**config.mk**
```make
export PLATFORM = sky130hd
export DESIGN_NAME = alu16_flat
export DESIGN_NICKNAME = d
export VERILOG_FILES = /design/src/rtl/alu16_if.sv /design/src/rtl/alu16.sv /design/src/flat_wrapper.sv
export SDC_FILE = /design/constraint.sdc
export NUM_CORES = 1
export LEC_CHECK = 0
export ABC_AREA = 0
export CAP_MARGIN = 15
export CORE_MARGIN = 2
export CORE_UTILIZATION = 37
export CTS_CLUSTER_SIZE = 8
export DETAILED_ROUTE_END_ITERATION = 16
export GPL_ROUTABILITY_DRIVEN = 0
export HOLD_SLACK_MARGIN = 0.06
export PLACE_DENSITY_LB_ADDON = 0.08
export SLEW_MARGIN = 40
export SYNTH_ARGS = -nofsm -noshare
export SYNTH_HDL_FRONTEND = slang
export SYNTH_SLANG_ARGS = --single-unit
```
**constraint.sdc**
```tcl
create_clock -name clk -period 0.8 [get_ports clk]
set_input_delay 0.16 -clock clk [delete_from_list [all_inputs] [get_ports clk]]
set_output_delay 0.16 -clock clk [all_outputs]
set_load 0.05 [all_outputs]
```
**src/rtl/alu16_if.sv**
```systemverilog
// Operand/result bundle between the execute stage and the registered ALU.
// No valid/ready: every rising clk edge accepts A/B/cin/op and result/cout show it one edge later.
interface alu16_if #(
  parameter int WIDTH = 16
);
  logic [WIDTH-1:0] A;
  logic [WIDTH-1:0] B;
  logic             cin;
  logic [3:0]       op;
  logic [WIDTH-1:0] result;
  logic             cout;

  modport master (
    output A, B, cin, op,
    input  result, cout
  );

  modport slave (
    input  A, B, cin, op,
    output result, cout
  );
endinterface

```
**src/rtl/alu16.sv**
```systemverilog
// Registered 16-operation ALU: combinational opcode select, one-cycle registered result/carry.
module alu16 #(
  parameter int WIDTH = 16
) (
  input  logic     clk,
  input  logic     rst,
  alu16_if.slave   bus
);

  localparam int SHW = $clog2(WIDTH);

  logic [SHW-1:0]     w_sh;
  logic [WIDTH:0]     w_sum;
  logic [WIDTH:0]     w_diff;
  logic [2*WIDTH-1:0] w_rot;
  logic [WIDTH-1:0]   w_result;
  logic               w_cout;
  logic [WIDTH-1:0]   r_result;
  logic               r_cout;

  assign w_sh   = bus.B[SHW-1:0];
  assign w_sum  = {1'b0, bus.A} + {1'b0, bus.B} + {{WIDTH{1'b0}}, bus.cin};
  // Bit WIDTH of the wrapped 17-bit difference is the borrow (A < B + cin).
  assign w_diff = {1'b0, bus.A} - {1'b0, bus.B} - {{WIDTH{1'b0}}, bus.cin};
  assign w_rot  = {bus.A, bus.A} << w_sh;

  always_comb begin
    w_result = '0;
    w_cout   = 1'b0;
    case (bus.op)
      4'd0:  {w_cout, w_result} = w_sum;
      4'd1:  {w_cout, w_result} = w_diff;
      4'd2:  w_result = bus.A & bus.B;
      4'd3:  w_result = bus.A | bus.B;
      4'd4:  w_result = bus.A ^ bus.B;
      4'd5:  w_result = bus.A << w_sh;
      4'd6:  w_result = bus.A >> w_sh;
      4'd7:  w_result = {{(WIDTH-1){1'b0}}, (bus.A < bus.B)};
      4'd8:  w_result = ~(bus.A | bus.B);
      4'd9:  w_result = ~(bus.A & bus.B);
      4'd10: w_result = ~(bus.A ^ bus.B);
      4'd11: w_result = ~bus.A;
      4'd12: w_result = $unsigned($signed(bus.A) >>> w_sh);
      4'd13: w_result = w_rot[2*WIDTH-1:WIDTH];
      4'd14: w_result = bus.A;
      4'd15: w_result = bus.B;
      default: begin
        w_result = '0;
        w_cout   = 1'b0;
      end
    endcase
  end

  always_ff @(posedge clk or posedge rst) begin
    if (rst) begin
      r_result <= '0;
      r_cout   <= 1'b0;
    end else begin
      r_result <= w_result;
      r_cout   <= w_cout;
    end
  end

  assign bus.result = r_result;
  assign bus.cout   = r_cout;

endmodule

```
**src/flat_wrapper.sv**
```systemverilog
// flat-port wrapper written by rule: the top's interface ports become plain ports
module alu16_flat 
#(
  parameter int WIDTH = 16
)
  (clk, rst, bus_A, bus_B, bus_cin, bus_op, bus_result, bus_cout);
  alu16_if #(.WIDTH(WIDTH)) bus_i ();
  input  logic clk;
  input  logic rst;
  input wire logic [$bits(bus_i.A)-1:0] bus_A;
  input wire logic [$bits(bus_i.B)-1:0] bus_B;
  input wire logic [$bits(bus_i.cin)-1:0] bus_cin;
  input wire logic [$bits(bus_i.op)-1:0] bus_op;
  output wire logic [$bits(bus_i.result)-1:0] bus_result;
  output wire logic [$bits(bus_i.cout)-1:0] bus_cout;
  assign bus_i.A = bus_A;
  assign bus_i.B = bus_B;
  assign bus_i.cin = bus_cin;
  assign bus_i.op = bus_op;
  assign bus_result = bus_i.result;
  assign bus_cout = bus_i.cout;
  alu16 #(.WIDTH(WIDTH)) u_core (.clk(clk), .rst(rst), .bus(bus_i));
endmodule
```
==> results.ini, run 1 <==
[power]
switching_power_uw = 5510
pwr-share-seq_pct = 9.6
clock_power_share_pct = 8.6
power.density_nw_per_um2 = 1020
vdd_drop_max_mv = 1.49
p_leak_uw = 0.00508
power.switching_fraction_pct = 46.3
power.combinational.fraction_pct = 81.8
cell_internal_pwr_uw = 6390

[sta]
final-max-slew-violation-count = 0
final.min_clock_period_ps = 2090
smallest_setup_slack_after_layout_ps = -1290
clock.fmax_mhz = 479
grt_setup_unrepaired = true
setup-violations-final = 34
tightestPinTransition_ps = 590
final-hold-violation-count = 0
final.period_utilization_pct = 261
timing.max_slew.rel_slack_pct = 60.4

[run]
maxCapViolations = 0

[cells_and_area]
area_growth_pct = 71.1
layout.cells.most_common_list = 324 x sky130_fd_sc_hd__buf_4, 83 x sky130_fd_sc_hd__nor2_1, 79 x sky130_fd_sc_hd__nand2_1
fin_nets = 1399
layout.cells.most_common = sky130_fd_sc_hd__buf_4
instances_no_fill = 1506
layout_cells_sized_above_1_pct = 50.7

[setup_path]
critical_path.max_stage_delay_ps = 380
buf_inv_on_cp = 2
timing.critical_path.from_type = input pin
worstPathCellList = buf_12 -> clkinvlp_4 -> ha_4 -> nand3b_1 -> a21oi_4 -> a211o_1 -> a21o_1 -> a41oi_2 -> xor2_1 -> o221ai_1
cp.arrival_ps = 2190
required_ps = 900
worst_path_dominant_cell_family = compound AO/OA/AOI/OAI gates
crit_type = input pin to flip-flop
worstSetupEndpointType = flip-flop
crit_path_top_delay_cell = sky130_fd_sc_hd__a211o_1
crit_path_launch = bus_B[1]
crit_path_max_fanout = 4

[die]
chipWidth_um = 140
fp.dieH_um = 140
floorplan.rows = 49
ios = 56
placeableCoreArea_um2 = 18000
die_area_um2 = 19600
initial_cell_density_of_the_core_pct = 37.9

[place]
hpwl_um = 28300
placed_cells = 1456
io_buffer_count = 55
pre_cts_slack_ps = -2160

[logic_synthesis]
synthFlopType = sky130_fd_sc_hd__dfrtp_1
synth-xor-area-share_pct = 3.33
synth-compound-area-share_pct = 30.3
number_of_enable_flip_flop_cells_after_synthesis = 0
yosys.area_share.simple_pct = 18.4
synth_async_sr_flop_share_pct = 100
synth.mux.area_fraction_pct = 16.5
post_synth_num_cell_types = 82
yosys.area_share.adder_pct = 15.6
ys_seq_elements = 17
avgSynthCellArea_um2 = 7.35
synthesis.nets = 1052
post_synth_inst_count = 930
synth_top_family_by_area = compound AO/OA/AOI/OAI gates
ys.warnings.count = 0
netlist_area_um2 = 6840
share_of_the_yosys_chip_area_belonging_to_registers_pct = 6.22

[grt]
via_count_of_the_first_global_routing_pass = 9165
global_route.usage.total_pct = 36.3
antenna_found_initial = 2
grt.overflow.total = 0
grt_pass1_wl_um = 54800
grt_start_max_net_pins = 34

[routing]
detail_route.first_pass.iterations = 6
post_drt_via_cell_ratio = 6.21
routed_vias = 9350
drt-wirelength-per-cell_um = 24.4
initialDrtViolationCount = 1315
totalWireLength_um = 36700
postRouteAntennaNets = 0
drcViolationCount = 0

[worst_hold_path]
timing.hold.worst.class = input pin to async pin

[status]
failed_checks = setup timing
status = finished, violations left

[clock_tree]
cts-root-buf = sky130_fd_sc_hd__clkbuf_16
clkSlewWorstSetupHoldPaths_ps = 50
tritoncts_num_sinks = 17
number_of_buffers_between_clock_root_and_the_deepest_sink = 2
htree_num_levels = 1
tritoncts = done
tritoncts.num_buffers = 3

[worst min-delay path, delay by kind of cell]
kind / cells / cell delay [ps]
buffers and inverters: 3 / 650
[path summary, 6_finish.rpt]
| kind | cells after the start | end |
|---|---|---|
| min | 3 | u_core.bus.result[5]$_DFF_PP0_ |
| max | 10 | u_core.bus.result[15]$_DFF_PP0_ |
| min in group clk | 4 | u_core.bus.result[1]$_DFF_PP0_ |
| max in group asynchronous | 3 | u_core.bus.result[1]$_DFF_PP0_ |
[layout make-up]
class / count / area (um2)
antenna: 1 / 2.50
sequential: 17 / 425
clock buffer: 3 / 75.1
tap: 229 / 287
timing repair buffer: 424 / 3700
clock inverter: 1 / 7.51
inverter: 68 / 308
multi-input combinational: 763 / 6890
fill: 1560 / 6330
[registers in the layout (all words and copies together), names as in the netlist]
signal,count
u_core.bus.result,16
u_core.bus.cout,1
[logic make-up after synthesis]
logic type | after synthesis
fa+ha+maj | 83
xor+xnor | 26
buf+inv | 150
flops | 17
simple gates | 275
mux | 69
compound gates | 310
[power by group through the flow]
stage / registers (uW) / logic, uW / clock network [uW]
4_1_cts: 1150 / 9100 / 1030
6_report: 1140 / 9740 / 1020
5_1_grt: 1150 / 10200 / 1080
3_3_place_gp: 1160 / 7870 / 0
3_5_place_dp: 1160 / 7870 / 0
2_1_floorplan: 1560 / 3570 / 0
[through the flow]
| stage | total power (uW) | hold WS (ps) | TNS [ps] | instance area, um2 | util, % |
|---|---|---|---|---|---|
| finish | 11900 | 222 | -23370 | 11700 | 64.9 |
| global route | 12400 | 251 | -24350 | 11700 | 64.9 |
| CTS | 11300 | 229 | -23580 | 11300 | 62.9 |
| detailed placement | 9030 | 487 | -33930 | 10100 | 55.8 |
| global placement | 9030 | 495 | -33760 | 10100 | 55.8 |
| floorplan | 5130 | 86.1 | -21640 | 7040 | - |
[cells in the mapped netlist, drive strengths merged, types with 3 or more instances]
cell     number  area share (%)
clkbuf       36             2.1
a221oi        5            0.64
nand4         3            0.27
nor3         24             1.9
o31ai         6            0.66
xor2          9             1.2
ha           79              14
a21o          7            0.77
nand2b        9            0.82
mux2          8             1.3
nor2b         5            0.46
inv          68             3.7
o2bb2ai       3            0.38
a2111oi       8             1.1
a211o         5            0.64
buf          46             3.9
o22ai        17             1.6
nand3b        3            0.33
and3          3            0.27
xnor2        17             2.2
o211ai        9            0.99
a211oi       10             1.1
nor4         11             1.1
o21bai        5            0.55
nand2        83             4.6
nor2         91             5.1
o41ai         3            0.49
a32oi         7            0.90
dfrtp        17             6.2
a311oi        6            0.77
mux4         33              11
o221ai        3            0.38
nor3b         3            0.33
o21ai        70             5.1
o21a          5            0.55
a22oi        15             1.6
o2111ai       3            0.38
and2          3            0.27
mux2i        28             4.1
fa            4             1.2
nand3        29             2.1
o32ai         8             1.0
a21oi        71             5.3
a31oi        18             1.7
[routing by layer]
metal / up-vias / track usage (%) / routed length (um)
met5: - / 0 / 15
met4: 2 / 18.3 / 2330
met3: 149 / 6.53 / 3910
met2: 659 / 57.1 / 16200
met1: 4373 / 47.8 / 14200
li1: 4167 / - / -
[what timing repair did]
action                     4_1_cts  5_1_grt
buffers inserted                34       16
cloned                           0        2
hold buffers                     0        0
resized for setup              290      106
hold endpoints to repair         0        0
pin swaps                       70       64
setup endpoints to repair       34       34
Power figures use the tool's default switching activity.
==> run 2, diff against run 1 <==
CELL_PAD_IN_SITES_DETAIL_PLACEMENT = 1   (was not set)
CELL_PAD_IN_SITES_GLOBAL_PLACEMENT = 1   (was not set)
CORE_UTILIZATION = 40   (was 37)
==> run 2 against run 1 <==
Effect of this change: the run now fails in global routing (5_1_grt); area after synthesis did not move; synthesized cell count did not move.
==> results.ini, run 2 <==
[place]
hpwl_um = 32500
pre_cts_slack_ps = -2230
io_buffer_count = 55

[logic_synthesis]
avgSynthCellArea_um2 = 7.35
netlist_area_um2 = 6840
ys_seq_elements = 17
ys.warnings.count = 0
share_of_the_yosys_chip_area_belonging_to_registers_pct = 6.22
synthMostInstantiatedCell = sky130_fd_sc_hd__nor2_1
post_synth_inst_count = 930
synthFlopType = sky130_fd_sc_hd__dfrtp_1
synthesis.nets = 1052
yosys-top-cells-area = sky130_fd_sc_hd__ha_1 14%, sky130_fd_sc_hd__mux4_2 9.6%, sky130_fd_sc_hd__dfrtp_1 6.2%
synth_async_sr_flop_share_pct = 100
post_synth_num_cell_types = 82
synthDominantCellAreaShare_pct = 14.5
synth_largest_area_cell = sky130_fd_sc_hd__ha_1
number_of_enable_flip_flop_cells_after_synthesis = 0
synthTopCellsByCount = 89 x sky130_fd_sc_hd__nor2_1, 83 x sky130_fd_sc_hd__nand2_1, 79 x sky130_fd_sc_hd__ha_1

[status]
status = did not finish
failed_stage = global routing (5_1_grt)
flow.first_error = [ERROR GRT-0232] Routing congestion too high. Check the congestion heatmap in the GUI.

[clock_tree]
htree_num_levels = 1
tritoncts.num_buffers = 3
number_of_buffers_between_clock_root_and_the_deepest_sink = 2
cts.hold.buffers_added = 0
cts-root-buf = sky130_fd_sc_hd__clkbuf_16
tritoncts_num_sinks = 17

[die]
ios = 56
floorplan.rows = 47
chipWidth_um = 135
initial_cell_density_of_the_core_pct = 41.1
fp.dieH_um = 135

[sta]
timing.grt.repair.worst_endpoint = u_core.bus.cout$_DFF_PP0_/D
worst_endpoint_kind = register data pin

[grt]
grt.overflow.total = 846
global_route.usage.total_pct = 92.9
grt_start_max_net_pins = 50

-- run 2: cell counts after synthesis --
Identical to the previous run, type by type.
-- run 2: through the flow --
| stage | TNS [ps] | utilization [%] | instances | hold slack, ps | area, um2 |
|---|---|---|---|---|---|
| 2_1_floorplan | -21640 | - | 930 | 86.1 | 7040 |
| 3_3_place_gp | -33160 | 60.1 | 1431 | 495 | 9990 |
| 3_5_place_dp | -34730 | 60.1 | 1431 | 565 | 9990 |
| 4_1_cts | -26800 | 67.2 | 1461 | 293 | 11200 |
-- run 2: cells by family after synthesis --
kind of cell	synth area share (%)
flops	6.22
buf+inv	9.66
compound gates	30.3
fa+ha+maj	15.6
xor+xnor	3.33
simple gates	18.4
mux	16.5
-- run 2: routing by layer --
layer | global-route usage (%) | overflow
met3 | 75.2 | 15
met4 | 107 | 286
met1 | 86.5 | 8
met2 | 111 | 535
met5 | 53.3 | 2
-- run 2: timing repair --
item,4_1_cts
pin swaps,90
gates resized for setup,231
cloned,1
setup endpoints to repair,34
setup buffers,30
==> run 3, diff against run 2 <==
CELL_PAD_IN_SITES_DETAIL_PLACEMENT = not set   (was 1)
CELL_PAD_IN_SITES_GLOBAL_PLACEMENT = not set   (was 1)
CORE_UTILIZATION = 25   (was 40)
CTS_CLUSTER_SIZE = not set   (was 8)
HOLD_SLACK_MARGIN = not set   (was 0.06)
PLACE_DENSITY_LB_ADDON = 0.15   (was 0.08)
==> run 3 against run 2 <==
Effect of this change: the flow now finishes, with violations (setup timing).
==> results.ini, run 3 (synthesized netlist as in run 1, its figures left out) <==
[setup_path]
worstPathCellList = buf_12 -> buf_12 -> inv_16 -> fa_2 -> inv_2 -> fa_2 -> a21oi_4 -> o211a_4 -> o21ba_4 -> nand3b_1 -> mux2i_1 -> a22oi_1 -> nand3_1
worstSetupEndpointType = flip-flop
crit_path_max_fanout = 3
required_ps = 920
crit_type = input pin to flip-flop
cp.arrival_ps = 2340
critical_path.max_stage_delay_ps = 350
crit_path_top_delay_cell = sky130_fd_sc_hd__fa_2
timing.critical_path.from_type = input pin

[die]
placeableCoreArea_um2 = 26900
ios = 56
initial_cell_density_of_the_core_pct = 25.4
chipWidth_um = 169
floorplan.rows = 60
die_area_um2 = 28700
fp.dieH_um = 169

[cells_and_area]
area_growth_pct = 71.8
largest_register_ff_count = 16
fin_nets = 1402
fin_util_pct = 43.7
layout_cells_sized_above_1_pct = 47.8
layout.cells.most_common_list = 325 x sky130_fd_sc_hd__buf_4, 85 x sky130_fd_sc_hd__nor2_1, 77 x sky130_fd_sc_hd__nand2_1
layout.cells.most_common = sky130_fd_sc_hd__buf_4
number_of_antenna_repair_diodes = 0

[sta]
tightestPinTransition_ps = 752
hold-worst-slack_ps = 227
final.period_utilization_pct = 278
setup-violations-final = 34
smallest_setup_slack_after_layout_ps = -1420
final.min_clock_period_ps = 2220
grt_setup_unrepaired = true
clock.fmax_mhz = 450
final-hold-violation-count = 0
final-max-slew-violation-count = 0
timing.max_slew.rel_slack_pct = 49.7

[clock_tree]
htree_num_levels = 1
clkSlewWorstSetupHoldPaths_ps = 60
tritoncts_num_sinks = 17
number_of_buffers_between_clock_root_and_the_deepest_sink = 2
tritoncts = done
tritoncts.num_buffers = 3
cts.hold.buffers_added = 0
cts-root-buf = sky130_fd_sc_hd__clkbuf_16

[routing]
post_drt_via_cell_ratio = 5.64
totalWireLength_um = 39100
initialDrtViolationCount = 956
routed_vias = 9129
drt-wirelength-per-cell_um = 24.1
postRouteAntennaNets = 0
detail_route.first_pass.iterations = 5
drcViolationCount = 0

[grt]
grt_pass1_wl_um = 57100
global_route.usage.total_pct = 26.7
antenna_found_initial = 0
via_count_of_the_first_global_routing_pass = 8904
grt_start_max_net_pins = 50
grt.overflow.total = 0

[place]
hpwl_um = 30200
io_buffer_count = 55

[run]
maxCapViolations = 0

[power]
post-layout-total-power_uw = 12000
p_leak_uw = 0.00509
vdd_drop_max_mv = 0.549
power.density_nw_per_um2 = 1020

[worst_hold_path]
timing.hold.worst.class = input pin to async pin

[status]
failed_checks = setup timing
status = finished, violations left

==> run 3: timing repair <==
action	CTS	global route
pin swaps	63	25
gates resized for setup	285	32
cloned	3	1
buffers inserted	40	6
endpoints found under the setup margin	34	34
==> run 3: layout make-up <==
cell class | count | area (um2)
timing repair buffer | 427 | 3790
multi-input combinational | 763 | 6730
clock buffer | 4 | 78.8
sequential | 17 | 425
inverter | 68 | 284
tap | 341 | 427
fill | 2730 | 15100
==> run 3: final timing paths <==
path	from	end	depth (start not counted)
max in group asynchronous	rst	u_core.bus.result[1]$_DFF_PP0_	3
min in group clk	bus_op[2]	u_core.bus.result[12]$_DFF_PP0_	5
worst min-delay path	rst	u_core.bus.result[14]$_DFF_PP0_	3
worst max-delay path	bus_B[0]	u_core.bus.result[12]$_DFF_PP0_	13
==> run 3: critical path, delay by kind of cell <==
| family | cells | cell delay, ps |
|---|---|---|
| compound gates | 4 | 810 |
| simple gates | 2 | 330 |
| fa+ha+maj | 2 | 570 |
| buf+inv | 4 | 290 |
| mux | 1 | 160 |
==> run 3: routing by layer <==
metal / GRT usage (%) / wire length [um] / up-vias
met5: 0 / 0 / -
met4: 12.4 / 2360 / 0
met3: 4.20 / 3200 / 109
met2: 41.6 / 17100 / 469
met1: 36.1 / 16400 / 4382
li1: - / - / 4169
==> run 3: power by group <==
group          leakage, uW  internal, uW  total, uW  switching [uW]
registers         0.000206          1000       1140             137
logic              0.00484          4700       9830            5130
clock network    0.0000382           678       1030             350
==> run 3: metrics by stage <==
step	setup slack, ps	instance area [um2]	std cells	TNS (ps)
2_1_floorplan	-1490	7040	930	-21640
3_3_place_gp	-2310	10200	1568	-35190
3_5_place_dp	-2310	10200	1568	-35250
4_1_cts	-1390	11600	1614	-24600
5_1_grt	-1490	11700	1620	-26410
6_report	-1420	11700	1620	-25070
